### src/rtl/coin_pkg.sv
// Shared types and helpers for the coin/enemy/block managers.
// Coordinates are 10-bit screen positions; overlap math widens to 11 bits.
package coin_pkg;
  localparam int COORD_W = 10;

  typedef enum logic {IDLE, SCAN} scan_state_e;

  // Strict AABB overlap; sums carried in COORD_W+1 bits so x near 1023 never wraps.
  function automatic logic hit(input logic [COORD_W-1:0] px, py, cx, cy,
                               input logic [COORD_W:0]   w, h);
    logic [COORD_W:0] px1, py1, cx1, cy1;
    px1 = {1'b0, px};
    py1 = {1'b0, py};
    cx1 = {1'b0, cx};
    cy1 = {1'b0, cy};
    return (py1 < cy1 + h) && (cy1 < py1 + h) &&
           (px1 < cx1 + w) && (cx1 < px1 + w);
  endfunction
endpackage

### src/rtl/frame_tick_detect.sv
// Brings the slow frame strobe into the Clk domain and emits a one-cycle
// tick on its rising edge.
module frame_tick_detect (
  input  logic i_clk,
  input  logic i_rst,
  input  logic i_frame,
  output logic o_tick
);
  logic r_s1, r_s2, r_prev;

  always_ff @(posedge i_clk) begin
    if (i_rst) begin
      r_s1   <= 1'b0;
      r_s2   <= 1'b0;
      r_prev <= 1'b0;
    end else begin
      r_s1   <= i_frame;
      r_s2   <= r_s1;
      r_prev <= r_s2;
    end
  end

  assign o_tick = r_s2 & ~r_prev;
endmodule

### src/rtl/coin_bank.sv
// Per-frame coin scanner: visits one coin per Clk, credits the colliding
// player with a saturating score and respawns coins after a frame count.
module coin_bank
  import coin_pkg::*;
#(
  parameter int NUM_COINS      = 8,
  parameter int PLAYER_W       = 16,
  parameter int PLAYER_H       = 28,
  parameter int RESPAWN_FRAMES = 120,
  parameter int SCORE_W        = 8
) (
  input  logic                                      i_clk,
  input  logic                                      i_reset,
  input  logic                                      i_frame_clk,
  input  logic                                      i_coin_reset,
  input  logic [COORD_W-1:0]                        i_mario_x,
  input  logic [COORD_W-1:0]                        i_mario_y,
  input  logic [COORD_W-1:0]                        i_luigi_x,
  input  logic [COORD_W-1:0]                        i_luigi_y,
  input  logic [COORD_W*NUM_COINS-1:0]              i_coin_x,
  input  logic [COORD_W*NUM_COINS-1:0]              i_coin_y,
  output logic [NUM_COINS-1:0]                      o_coin_alive,
  output logic [SCORE_W-1:0]                        o_mario_score,
  output logic [SCORE_W-1:0]                        o_luigi_score,
  output logic                                      o_collect_pulse,
  output logic [$clog2(NUM_COINS > 1 ? NUM_COINS : 2)-1:0] o_collect_idx,
  output logic                                      o_collect_by_luigi,
  output logic                                      o_busy
);
  localparam int IW = $clog2(NUM_COINS > 1 ? NUM_COINS : 2);
  localparam int TW = $clog2(RESPAWN_FRAMES > 0 ? RESPAWN_FRAMES + 1 : 2);
  localparam logic [TW-1:0]      RESP_LD  = TW'(RESPAWN_FRAMES);
  localparam logic [IW-1:0]      LAST_IDX = IW'(NUM_COINS - 1);
  localparam logic [COORD_W:0]   HIT_W    = (COORD_W+1)'(PLAYER_W);
  localparam logic [COORD_W:0]   HIT_H    = (COORD_W+1)'(PLAYER_H);

  scan_state_e          r_state;
  logic [IW-1:0]        r_idx;
  logic                 r_pending;
  logic                 r_busy;
  logic [NUM_COINS-1:0] r_alive;
  logic [TW-1:0]        r_timer [NUM_COINS];
  logic [SCORE_W-1:0]   r_mscore, r_lscore;
  logic                 r_pulse;
  logic [IW-1:0]        r_cidx;
  logic                 r_by_luigi;

  logic                 w_tick;
  logic [COORD_W-1:0]   w_cx, w_cy;
  logic                 w_hit_m, w_hit_l;
  logic [TW-1:0]        w_tmr;

  frame_tick_detect u_tick (
    .i_clk   (i_clk),
    .i_rst   (i_reset),
    .i_frame (i_frame_clk),
    .o_tick  (w_tick)
  );

  assign w_cx    = i_coin_x[int'(r_idx)*COORD_W +: COORD_W];
  assign w_cy    = i_coin_y[int'(r_idx)*COORD_W +: COORD_W];
  assign w_hit_m = hit(i_mario_x, i_mario_y, w_cx, w_cy, HIT_W, HIT_H);
  assign w_hit_l = hit(i_luigi_x, i_luigi_y, w_cx, w_cy, HIT_W, HIT_H);
  assign w_tmr   = r_timer[r_idx];

  always_ff @(posedge i_clk) begin
    if (i_reset) begin
      r_state    <= IDLE;
      r_idx      <= '0;
      r_pending  <= 1'b0;
      r_busy     <= 1'b0;
      r_alive    <= '1;
      for (int i = 0; i < NUM_COINS; i++) r_timer[i] <= '0;
      r_mscore   <= '0;
      r_lscore   <= '0;
      r_pulse    <= 1'b0;
      r_cidx     <= '0;
      r_by_luigi <= 1'b0;
    end else if (i_coin_reset) begin
      // Level restart: scores survive, any tick seen this cycle is dropped.
      r_state   <= IDLE;
      r_idx     <= '0;
      r_pending <= 1'b0;
      r_busy    <= 1'b0;
      r_alive   <= '1;
      for (int i = 0; i < NUM_COINS; i++) r_timer[i] <= '0;
      r_pulse   <= 1'b0;
    end else begin
      r_pulse <= 1'b0;
      case (r_state)
        IDLE: begin
          if (w_tick) begin
            r_state <= SCAN;
            r_idx   <= '0;
            r_busy  <= 1'b1;
          end
        end
        SCAN: begin
          if (r_alive[r_idx]) begin
            if (w_hit_m || w_hit_l) begin
              r_alive[r_idx] <= 1'b0;
              r_timer[r_idx] <= RESP_LD;
              r_pulse        <= 1'b1;
              r_cidx         <= r_idx;
              r_by_luigi     <= ~w_hit_m;
              if (w_hit_m) begin
                if (r_mscore != '1) r_mscore <= r_mscore + 1'b1;
              end else begin
                if (r_lscore != '1) r_lscore <= r_lscore + 1'b1;
              end
            end
          end else if (w_tmr > TW'(1)) begin
            r_timer[r_idx] <= w_tmr - 1'b1;
          end else if (w_tmr == TW'(1)) begin
            r_timer[r_idx] <= '0;
            r_alive[r_idx] <= 1'b1;
          end

          if (r_idx == LAST_IDX) begin
            r_idx <= '0;
            // Ticks that landed mid-scan collapse into one back-to-back rescan.
            if (r_pending || w_tick) begin
              r_pending <= 1'b0;
            end else begin
              r_state <= IDLE;
              r_busy  <= 1'b0;
            end
          end else begin
            r_idx <= r_idx + 1'b1;
            if (w_tick) r_pending <= 1'b1;
          end
        end
        default: r_state <= IDLE;
      endcase
    end
  end

  assign o_coin_alive       = r_alive;
  assign o_mario_score      = r_mscore;
  assign o_luigi_score      = r_lscore;
  assign o_collect_pulse    = r_pulse;
  assign o_collect_idx      = r_cidx;
  assign o_collect_by_luigi = r_by_luigi;
  assign o_busy             = r_busy;
endmodule

### config.mk
export PLATFORM = sky130hd
export DESIGN_NAME = coin_bank
export DESIGN_NICKNAME = d
export VERILOG_FILES = /design/src/rtl/coin_pkg.sv /design/src/rtl/frame_tick_detect.sv /design/src/rtl/coin_bank.sv
export SDC_FILE = /design/constraint.sdc
export NUM_CORES = 1
export LEC_CHECK = 0
export ABC_AREA = 1
export CAP_MARGIN = 20
export CORE_ASPECT_RATIO = 1.1
export CORE_MARGIN = 1.5
export CORE_UTILIZATION = 45
export CTS_BUF_LIST = sky130_fd_sc_hd__clkbuf_8
export CTS_CLUSTER_DIAMETER = 150
export DETAILED_ROUTE_END_ITERATION = 10
export GPL_ROUTABILITY_DRIVEN = 1
export PLACE_DENSITY = 0.82
export SLEW_MARGIN = 20
export SYNTH_ARGS = -nofsm -noshare
export SYNTH_HDL_FRONTEND = slang
export SYNTH_SLANG_ARGS = --single-unit
export TNS_END_PERCENT = 100
### constraint.sdc
create_clock -name i_clk -period 11.52 [get_ports i_clk]
set_input_delay 1.152 -clock i_clk [delete_from_list [all_inputs] [get_ports i_clk]]
set_output_delay 1.152 -clock i_clk [all_outputs]
set_load 0.01 [all_outputs]
==> run metrics, run 1 <==
reg2reg path depth 24; drt drc 0; Min Hold Slack 0.420 ns; Critical Path RT 11.58 ns; cell area after synthesis 8350 sq um; Sw Share 28.7%; area grow syn2layout 31.5%; cell area after layout 11000 sq um; CP arrival 5.57 ns; Worst slew margin 38.2%; Cell Pwr Density 75.4 nW/um^2; register bit total from synthesis 97; gpl congestion 0.937; TritonCTS Buffers 9; Synth Area in Compound Gates 12.4%; Hold Crit Start u_tick.r_s1; Clk network pwr share 26.8%; Critical path origin r_idx[1]; CP max stage cell dfxtp_1; # resized after CTS 0; cell repeated most along the worst path inv_1; worst slew pin tran 0.925 ns; Pins Over Slew Limit 0; sequential power share 45.7%; end of the critical path r_timer[5][5]; Switching Power 0.000238 W; worst-skew pair later-pin latency 0.37 ns; Die Width 133 um; starting density of the core 45.7%; CTS Hold Buffers Added 0; crit-path cells nand2_1, inv_1, nand2_1, inv_1, a22o_1, a221oi_1, nand4_1, ha_1, inv_1, xor2_1, ha_1, inv_1, nor3_1, a211oi_1, nor2_1, nor2_1, nand3_1, nor2_2, nand2_2, a21oi_4, nand2_4, nand2_8, nand2_8, nand2_1; outcome complete, no violations; Post-synth top flop edfxtp_1; vias in the first global route 8470; Boundary Pins 234; RSZ-0062 raised after global routing false; Final Cycle Share 47.8%; mux cell area share after synthesis 0%; setup repair bufs after CTS 0; largest net degree at the start of global routing 46; EDFF count, synth 56; Post-synth ARST share 0%; initial drt markers 559; Setup crit end kind register; post-layout min period 5.51 ns; Detailed Place HPWL 21000 um; Cell Area, Placed 10800 sq um; CTS max path bufs 2; Crit Reg-Reg Startpoint r_idx[1]; Root Driver clkbuf_8; GRT overflow 0; num rows 52; Sink Count 97; Post-Synth XOR/XNOR Area 3.88%; largest family of logic cells by synthesized area simple AND/OR/NAND/NOR gates; cell-internal power 0.000591 W; Final Hold Fails 0; die footprint 19400 sq um; CP Class reg -> reg; DR vias/cell 5.37; Synth Area in Simple Gates 33.7%; initial antenna violation count 1; Pre-Repair DR Iteration Count 5; layout cells sized above 1 4.46%; Worst Hold Class reg -> reg; Clock Skew 0.00864 ns; Mapped Nets 1458; number of I/O port buffers 233; Distinct cells, synth 45; vias 8775; crit path launch type register; register area share after synthesis 30.0%; first-pass GRT wire length 41400 um; DR WL/cell 16.1 um; Die Ht 146 um; LEAKAGE 4.91 nW; max-cap viol count 0; Ys Warns 0; Mapped Cells 1178; H-tree Lvls 3; CP max FO 22; Synth Area per Inst 7.09 sq um; final setup fails 0; worst r2r dst r_timer[5][5]; final wirelength 26400 um; Max IR drop VDD 0.0000473 V; fin nets 1666; accumulated negative setup slack 0 ns; Critical Path Max Stage Delay 0.91 ns; core region area 18300 sq um; antenna viol nets, final 0; Gate power share 27.5%; Reg clk slew, reported paths 0.09 ns; CTS tree done; All-Layer GR Usage 27.1%; Highest Clock Rate 0.181 GHz; r2r setup slk 6.01 ns; Adder-Cell Fraction of Synth Area 11.4%
[metal layers]
metal	track usage [%]	routed length [um]	vias up
li1	-	-	4320
met1	29.0	9740	4016
met2	51.6	13900	356
met3	3.83	1510	83
met4	13.0	1180	0
met5	0	0	-
[worst min-delay path by stage]
| stage | to | slack (ns) | cells past startpoint |
|---|---|---|---|
| after global routing | u_tick.r_s2 | 0.45 | 2 |
| final | u_tick.r_s2 | 0.42 | 2 |
| after CTS | u_tick.r_s2 | 0.43 | 2 |
| after global placement | u_tick.r_s2 | 0.40 | 2 |
| after detailed placement | u_tick.r_s2 | 0.41 | 2 |
| after floorplan | u_tick.r_s2 | 0.39 | 2 |
[metrics by stage]
step           total power (W)  std cells  setup slack [ns]  util (%)
6_report              0.000828       1635              6.01      60.1
3_3_place_gp          0.000606       1618              6.11      59.0
3_5_place_dp          0.000612       1618              5.97      59.0
4_1_cts               0.000827       1634              6.07      60.1
5_1_grt               0.000870       1635              5.41      60.1
2_1_floorplan         0.000504       1178              7.14         -
[synthesized netlist by cell type, types with 15 or more instances]
cell type | instances | area share (%)
a21oi_1 | 56 | 3.4
buf_2 | 16 | 0.96
dfxtp_1 | 41 | 9.8
edfxtp_1 | 56 | 20
ha_1 | 76 | 11
inv_1 | 118 | 5.3
nand2_1 | 336 | 15
nand3_1 | 66 | 4.0
nand4_1 | 23 | 1.7
nor2_1 | 143 | 6.4
o21ai_0 | 46 | 2.8
xnor2_1 | 15 | 1.6
xor2_1 | 22 | 2.3
[layout by cell type (no fill, tap or decap), types with 5 or more instances in the layout]
master             n
a22oi_1            5
nor2_1           142
a221oi_1          11
o22ai_1           12
nand3_1           66
nor3_1            14
clkdlybuf4s50_1  233
edfxtp_1          56
inv_2              8
o21ai_1            8
a21oi_1           56
inv_1            119
a22o_1            14
xor2_1            22
nor2_2             8
nand2_2            9
nand2_1          336
a211oi_1           8
dfxtp_1           40
nand4_1           23
clkbuf_8           9
ha_1              76
xnor2_1           15
o21ai_0           46
nand3b_1           9
nand2_8            9
[power by group through the flow]
| stage | Clock [W] | Combinational (W) | Sequential (W) |
|---|---|---|---|
| after global placement | 0 | 0.000220 | 0.000386 |
| after floorplan | 0 | 0.000121 | 0.000383 |
| after global routing | 0.000235 | 0.000256 | 0.000379 |
| after CTS | 0.000222 | 0.000227 | 0.000378 |
| final | 0.000222 | 0.000228 | 0.000378 |
| after detailed placement | 0 | 0.000226 | 0.000386 |
[critical path, delay by kind of cell, from the launching register on]
family / cells / cell delay (ns)
compound gates: 4 / 0.95
flops: 1 / 0.91
fa+ha+maj: 2 / 0.51
buf+inv: 4 / 0.97
xor+xnor: 1 / 0.18
simple gates: 13 / 1.67
[kinds of logic after synthesis]
| group | count (synthesis) |
|---|---|
| simple gates | 628 |
| flops | 97 |
| compound gates | 171 |
| fa+ha+maj | 76 |
| xor+xnor | 37 |
| buf+inv | 169 |
[cell type report]
type	count	area, sq um
repair buffers	236	2350
flip-flops and latches	97	2500
clock buffers	9	124
multi-input cells	912	5130
clock inverters	7	71.3
diodes	1	2.50
well taps	243	304
inverters	130	493
fillers	1647	7300
(Power assumes the default switching activity.)
==> run 2: changes to the inputs <==
--- a/config.mk
+++ b/config.mk
@@ -14,7 +14,7 @@
 export CTS_CLUSTER_DIAMETER = 150
 export DETAILED_ROUTE_END_ITERATION = 10
 export GPL_ROUTABILITY_DRIVEN = 1
-export PLACE_DENSITY = 0.82
+export PLACE_DENSITY = 0.85
 export SLEW_MARGIN = 20
 export SYNTH_ARGS = -nofsm -noshare
 export SYNTH_HDL_FRONTEND = slang
==> constraint.sdc (replaced) <==
create_clock -name i_clk -period 4.86 [get_ports i_clk]
set_input_delay 0.486 -clock i_clk [delete_from_list [all_inputs] [get_ports i_clk]]
set_output_delay 0.486 -clock i_clk [all_outputs]
set_load 0.01 [all_outputs]
==> run metrics, run 2 (synthesized netlist as in run 1, its figures left out) <==
CTS max path bufs 2; Highest Clock Rate 0.221 GHz; CP max FO 13; max-cap viol count 0; Pins Over Slew Limit 0; CTS Hold Buffers Added 0; vias 8987; num rows 52; drt drc 0; Sw Share 27.4%; outcome complete, no violations; CP Class reg -> reg; largest net degree at the start of global routing 37; Sink Count 97; Boundary Pins 234; H-tree Lvls 3; All-Layer GR Usage 27.8%; DR vias/cell 5.44; first-pass GRT wire length 42400 um; setup repair bufs after CTS 0; Cell Pwr Density 186 nW/um^2; worst-skew pair later-pin latency 0.37 ns; TritonCTS Buffers 9; CP arrival 4.58 ns; Gate power share 26.5%; Die Width 133 um; final std cells w/o fill 1652; Pre-Repair DR Iteration Count 6; worst slew pin tran 0.657 ns; cell-internal power 0.00151 W; Critical Path RT 4.91 ns; die footprint 19400 sq um; Top Metal Used met4; met3 WL 2050 um; Final Hold Fails 0; DR WL/cell 16.4 um; Worst slew margin 56.1%; Max IR drop VDD 0.000112 V; Placed Instances 1635; Die Ht 146 um; layout cells sized above 1 5.54%; Switching Power 0.000568 W; GRT overflow 0; Reg clk slew, reported paths 0.10 ns; Detailed Place HPWL 22000 um; accumulated negative setup slack 0 ns; commonest cells after routing, fill and taps aside nand2_1, clkdlybuf4s50_1, nor2_1, inv_1, ha_1; Clk network pwr share 30.4%; Setup crit end kind register; most common cell after layout, fill and taps aside nand2_1; starting density of the core 45.7%; initial antenna violation count 0; number of I/O port buffers 233; worst slack at placement 0.463 ns; RSZ-0062 raised after global routing false; vias in the first global route 8791; crit path launch type register; Root Driver clkbuf_8; final wirelength 27100 um; area grow syn2layout 33.6%; CTS tree done; initial drt markers 766; core region area 18300 sq um; Clock Skew 0.0123 ns; metal2 WL 13700 um; fillers 1586; sequential power share 43.1%; Worst Hold Class reg -> reg; post-layout min period 4.53 ns; final setup fails 0; Final Cycle Share 93.3%; gpl congestion 0.996; fin nets 1683; LEAKAGE 5.03 nW; antenna viol nets, final 0; # resized after CTS 0; setup ws final 0.327 ns; DRT met1 WL 9810 um
## run 2: changes by cell type in the layout (fill, tap and decap cells not counted), sizes merged
cell      change
bufinv        +2
buf          +17
clkinvlp      -2
## run 2: area by class of cell
| class | instances | area (sq um) | share of cell area, % |
|---|---|---|---|
| sequential | 97 | 2500 | 22.4 |
| tap | 243 | 304 | 2.72 |
| clock buffer | 9 | 124 | 1.11 |
| multi-input combinational | 912 | 5130 | 46.0 |
| clock inverter | 7 | 119 | 1.07 |
| inverter | 130 | 493 | 4.42 |
| timing repair buffer | 253 | 2480 | 22.2 |
| antenna | 1 | 2.50 | 0.0224 |
## run 2: critical path, stage by stage, from the launching register on
cell and delay [ns]:
dfxtp_1 0.38, buf_4 0.21, nand2_1 0.08, inv_1 0.18, nand2_1 0.08, inv_1 0.12
buf_4 0.29, a22oi_1 0.11, nand3_1 0.24, ha_1 0.19, inv_1 0.08, xor2_1 0.23
ha_1 0.28, inv_1 0.08, nor3_1 0.05, a211oi_1 0.24, nor2_1 0.08, nor2_1 0.09
nand3_1 0.08, nor2_2 0.12, nand2_2 0.11, a21oi_4 0.20, nand2_4 0.09, nand2_8 0.24
nand2_8 0.09, nand2_1 0.25
## run 2: power by group through the flow
stage | clock network [W] | logic [W] | registers (W)
after floorplan | 0 | 0.000286 | 0.000909
after global placement | 0 | 0.000529 | 0.000913
after detailed placement | 0 | 0.000542 | 0.000913
after CTS | 0.000631 | 0.000544 | 0.000894
after global routing | 0.000662 | 0.000611 | 0.000896
final | 0.000632 | 0.000549 | 0.000894
## run 2: metal layers
| metal | GRT usage (%) | vias to the layer above |
|---|---|---|
| li1 | - | 4359 |
| met1 | 29.6 | 4071 |
| met2 | 50.3 | 444 |
| met3 | 5.19 | 113 |
| met4 | 17.1 | 0 |
| met5 | 0 | - |
## run 2: final timing paths
check                       end         from  slack, ns  cells past startpoint
hold reg to reg     u_tick.r_s2  u_tick.r_s1       0.43                      2
setup / recovery  r_timer[0][1]     r_idx[2]       0.33                     25
hold / removal      u_tick.r_s2  u_tick.r_s1       0.43                      2
setup reg to reg  r_timer[0][1]     r_idx[2]       0.33                     25
## run 2: stage by stage
| stage | total power [W] | area, sq um | utilization, % | hold WS (ns) |
|---|---|---|---|---|
| after floorplan | 0.00120 | 8350 | - | 0.388 |
| after global placement | 0.00144 | 10900 | 59.7 | 0.396 |
| after detailed placement | 0.00146 | 10900 | 59.7 | 0.400 |
| after CTS | 0.00207 | 11200 | 61.0 | 0.426 |
| after global routing | 0.00217 | 11200 | 61.0 | 0.449 |
| final | 0.00208 | 11200 | 61.0 | 0.429 |
==> run 3: changes to the inputs <==
--- a/config.mk
+++ b/config.mk
@@ -7,14 +7,17 @@
 export LEC_CHECK = 0
 export ABC_AREA = 1
 export CAP_MARGIN = 20
+export CELL_PAD_IN_SITES_DETAIL_PLACEMENT = 0
+export CELL_PAD_IN_SITES_GLOBAL_PLACEMENT = 2
 export CORE_ASPECT_RATIO = 1.1
 export CORE_MARGIN = 1.5
-export CORE_UTILIZATION = 45
+export CORE_UTILIZATION = 24
 export CTS_BUF_LIST = sky130_fd_sc_hd__clkbuf_8
 export CTS_CLUSTER_DIAMETER = 150
 export DETAILED_ROUTE_END_ITERATION = 10
 export GPL_ROUTABILITY_DRIVEN = 1
-export PLACE_DENSITY = 0.85
+export PLACE_DENSITY = 0.84
+export SKIP_LAST_GASP = 1
 export SLEW_MARGIN = 20
 export SYNTH_ARGS = -nofsm -noshare
 export SYNTH_HDL_FRONTEND = slang
==> run metrics, run 3 (synthesized netlist as in run 1, its figures left out) <==
Die Width 181 um; vias 8686; gpl congestion 0.872; Worst slew margin 40.3%; sequential power share 44.6%; starting density of the core 24.4%; CTS tree done; largest net degree at the start of global routing 31; worst-skew pair later-pin latency 0.39 ns; Clock Skew 0.0167 ns; Diodes inserted 0; Buffers & Inverters on Critical Path 3; crit-path cells inv_6, nand2_1, inv_2, nand2_1, nand2_1, a221oi_1, nand3_1, ha_1, inv_1, nor2_4, xnor2_1, ha_1, a21oi_1, nand3b_1, nand2_1, nor2_1, nand3_1, nor2_2, nand2_2, a21oi_4, nand2_4, nand2_8, nand2_8, nand2_1; Hold Crit Start u_tick.r_s1; initial drt markers 402; Reg clk slew, reported paths 0.10 ns; Min Hold Slack 0.411 ns; core region area 34200 sq um; Cell Area, Placed 11200 sq um; Sink Count 97; CP max stage cell dfxtp_2; Critical path origin r_idx[0]; Max IR drop VDD 0.0000993 V; antenna viol nets, final 0; All-Layer GR Usage 17.4%; accumulated negative setup slack 0 ns; GRT overflow 0; CP max FO 16; Cell Pwr Density 176 nW/um^2; Gate power share 27.7%; Highest Clock Rate 0.222 GHz; CP Class reg -> reg; Critical Path RT 4.92 ns; post-layout min period 4.51 ns; footprint of the multi-input gates 5140 sq um; final setup fails 0; Boundary Pins 234; Clk network pwr share 27.7%; Setup crit end kind register; vias in the first global route 8986; num rows 71; LEAKAGE 5.04 nW; commonest cells after routing, fill and taps aside nand2_1, clkdlybuf4s50_1, nor2_1, inv_1, ha_1; fillers 3595; max-cap viol count 0; TritonCTS Buffers 9; drt drc 0; Crit path max-delay family simple AND/OR/NAND/NOR gates; area grow syn2layout 36.6%; Pins Over Slew Limit 0; die footprint 35900 sq um; initial antenna violation count 0; Die Ht 199 um; Root Driver clkbuf_8; Crit Reg-Reg Startpoint r_idx[0]; cell area after layout 11400 sq um; worst slew pin tran 0.890 ns; first-pass GRT wire length 47700 um; Sequential Area 2500 sq um; final std cells w/o fill 1851; Pre-Repair DR Iteration Count 4; crit path launch type register; DR WL/cell 16.8 um; Final Cycle Share 92.8%; fin nets 1688; Critical Path Max Stage Delay 0.58 ns; Sw Share 29.3%; Switching Power 0.000588 W; layout cells sized above 1 6.09%; H-tree Lvls 3; final wirelength 31000 um; most common cell after layout, fill and taps aside nand2_1; CTS Hold Buffers Added 0; Placed Instances 1834; cell-internal power 0.00142 W; cell repeated most along the worst path nand2_1; CTS max path bufs 2; CP arrival 4.57 ns; Detailed Place HPWL 26100 um; DR vias/cell 4.69; Worst Hold Class reg -> reg; Final Hold Fails 0; number of I/O port buffers 233; outcome complete, no violations; final core occ 33.4%
-- run 3: area by class of cell --
| type | instances | area share (%) |
|---|---|---|
| Sequential cell | 97 | 21.9 |
| Clock buffer | 10 | 1.21 |
| Clock inverter | 6 | 0.592 |
| Tap cell | 438 | 4.80 |
| Timing Repair Buffer | 258 | 22.1 |
| Inverter | 130 | 4.32 |
| Multi-Input combinational cell | 912 | 45.0 |
-- run 3: routing by layer --
layer / share of wire [%] / routed length (um) / vias up / global-route usage (%)
met1: 39 / 12100 / 3956 / 18.4
met5: 0 / 0 / - / 0
met2: 51 / 15800 / 294 / 33.0
met3: 5.7 / 1780 / 58 / 3.13
li1: - / - / 4378 / -
met4: 4.2 / 1300 / 0 / 8.50
-- run 3: worst paths after layout --
path,endpoint,slack [ns],depth (start not counted)
max,r_timer[2][3],0.35,24
min,u_tick.r_s2,0.41,2
max reg2reg,r_timer[2][3],0.35,24
min reg2reg,u_tick.r_s2,0.41,2
-- run 3: power groups by stage --
stage	clock network [W]	logic [W]	registers, W
after CTS	0.000567	0.000559	0.000895
after detailed placement	0	0.000557	0.000914
after global placement	0	0.000554	0.000914
after global routing	0.000596	0.000623	0.000897
final	0.000556	0.000555	0.000895
after floorplan	0	0.000286	0.000909
-- run 3: stage by stage --
stage                     setup slack (ns)  power, W
after global placement               0.227   0.00147
final                                0.348   0.00201
after global routing              -0.00125   0.00212
after floorplan                      0.734   0.00120
after CTS                            0.296   0.00202
after detailed placement             0.135   0.00147
-- run 3: tightest hold or removal path: cells and delay by family, from the launching register on --
family	cells	cell delay [ns]
buf+inv	1	0.04
simple gates	1	0.03
flops	1	0.31
-- run 3: what timing repair did --
action,in CTS,in global routing
gates resized for setup,0,3
endpoints found under the setup margin,0,56
setup buffers,0,1
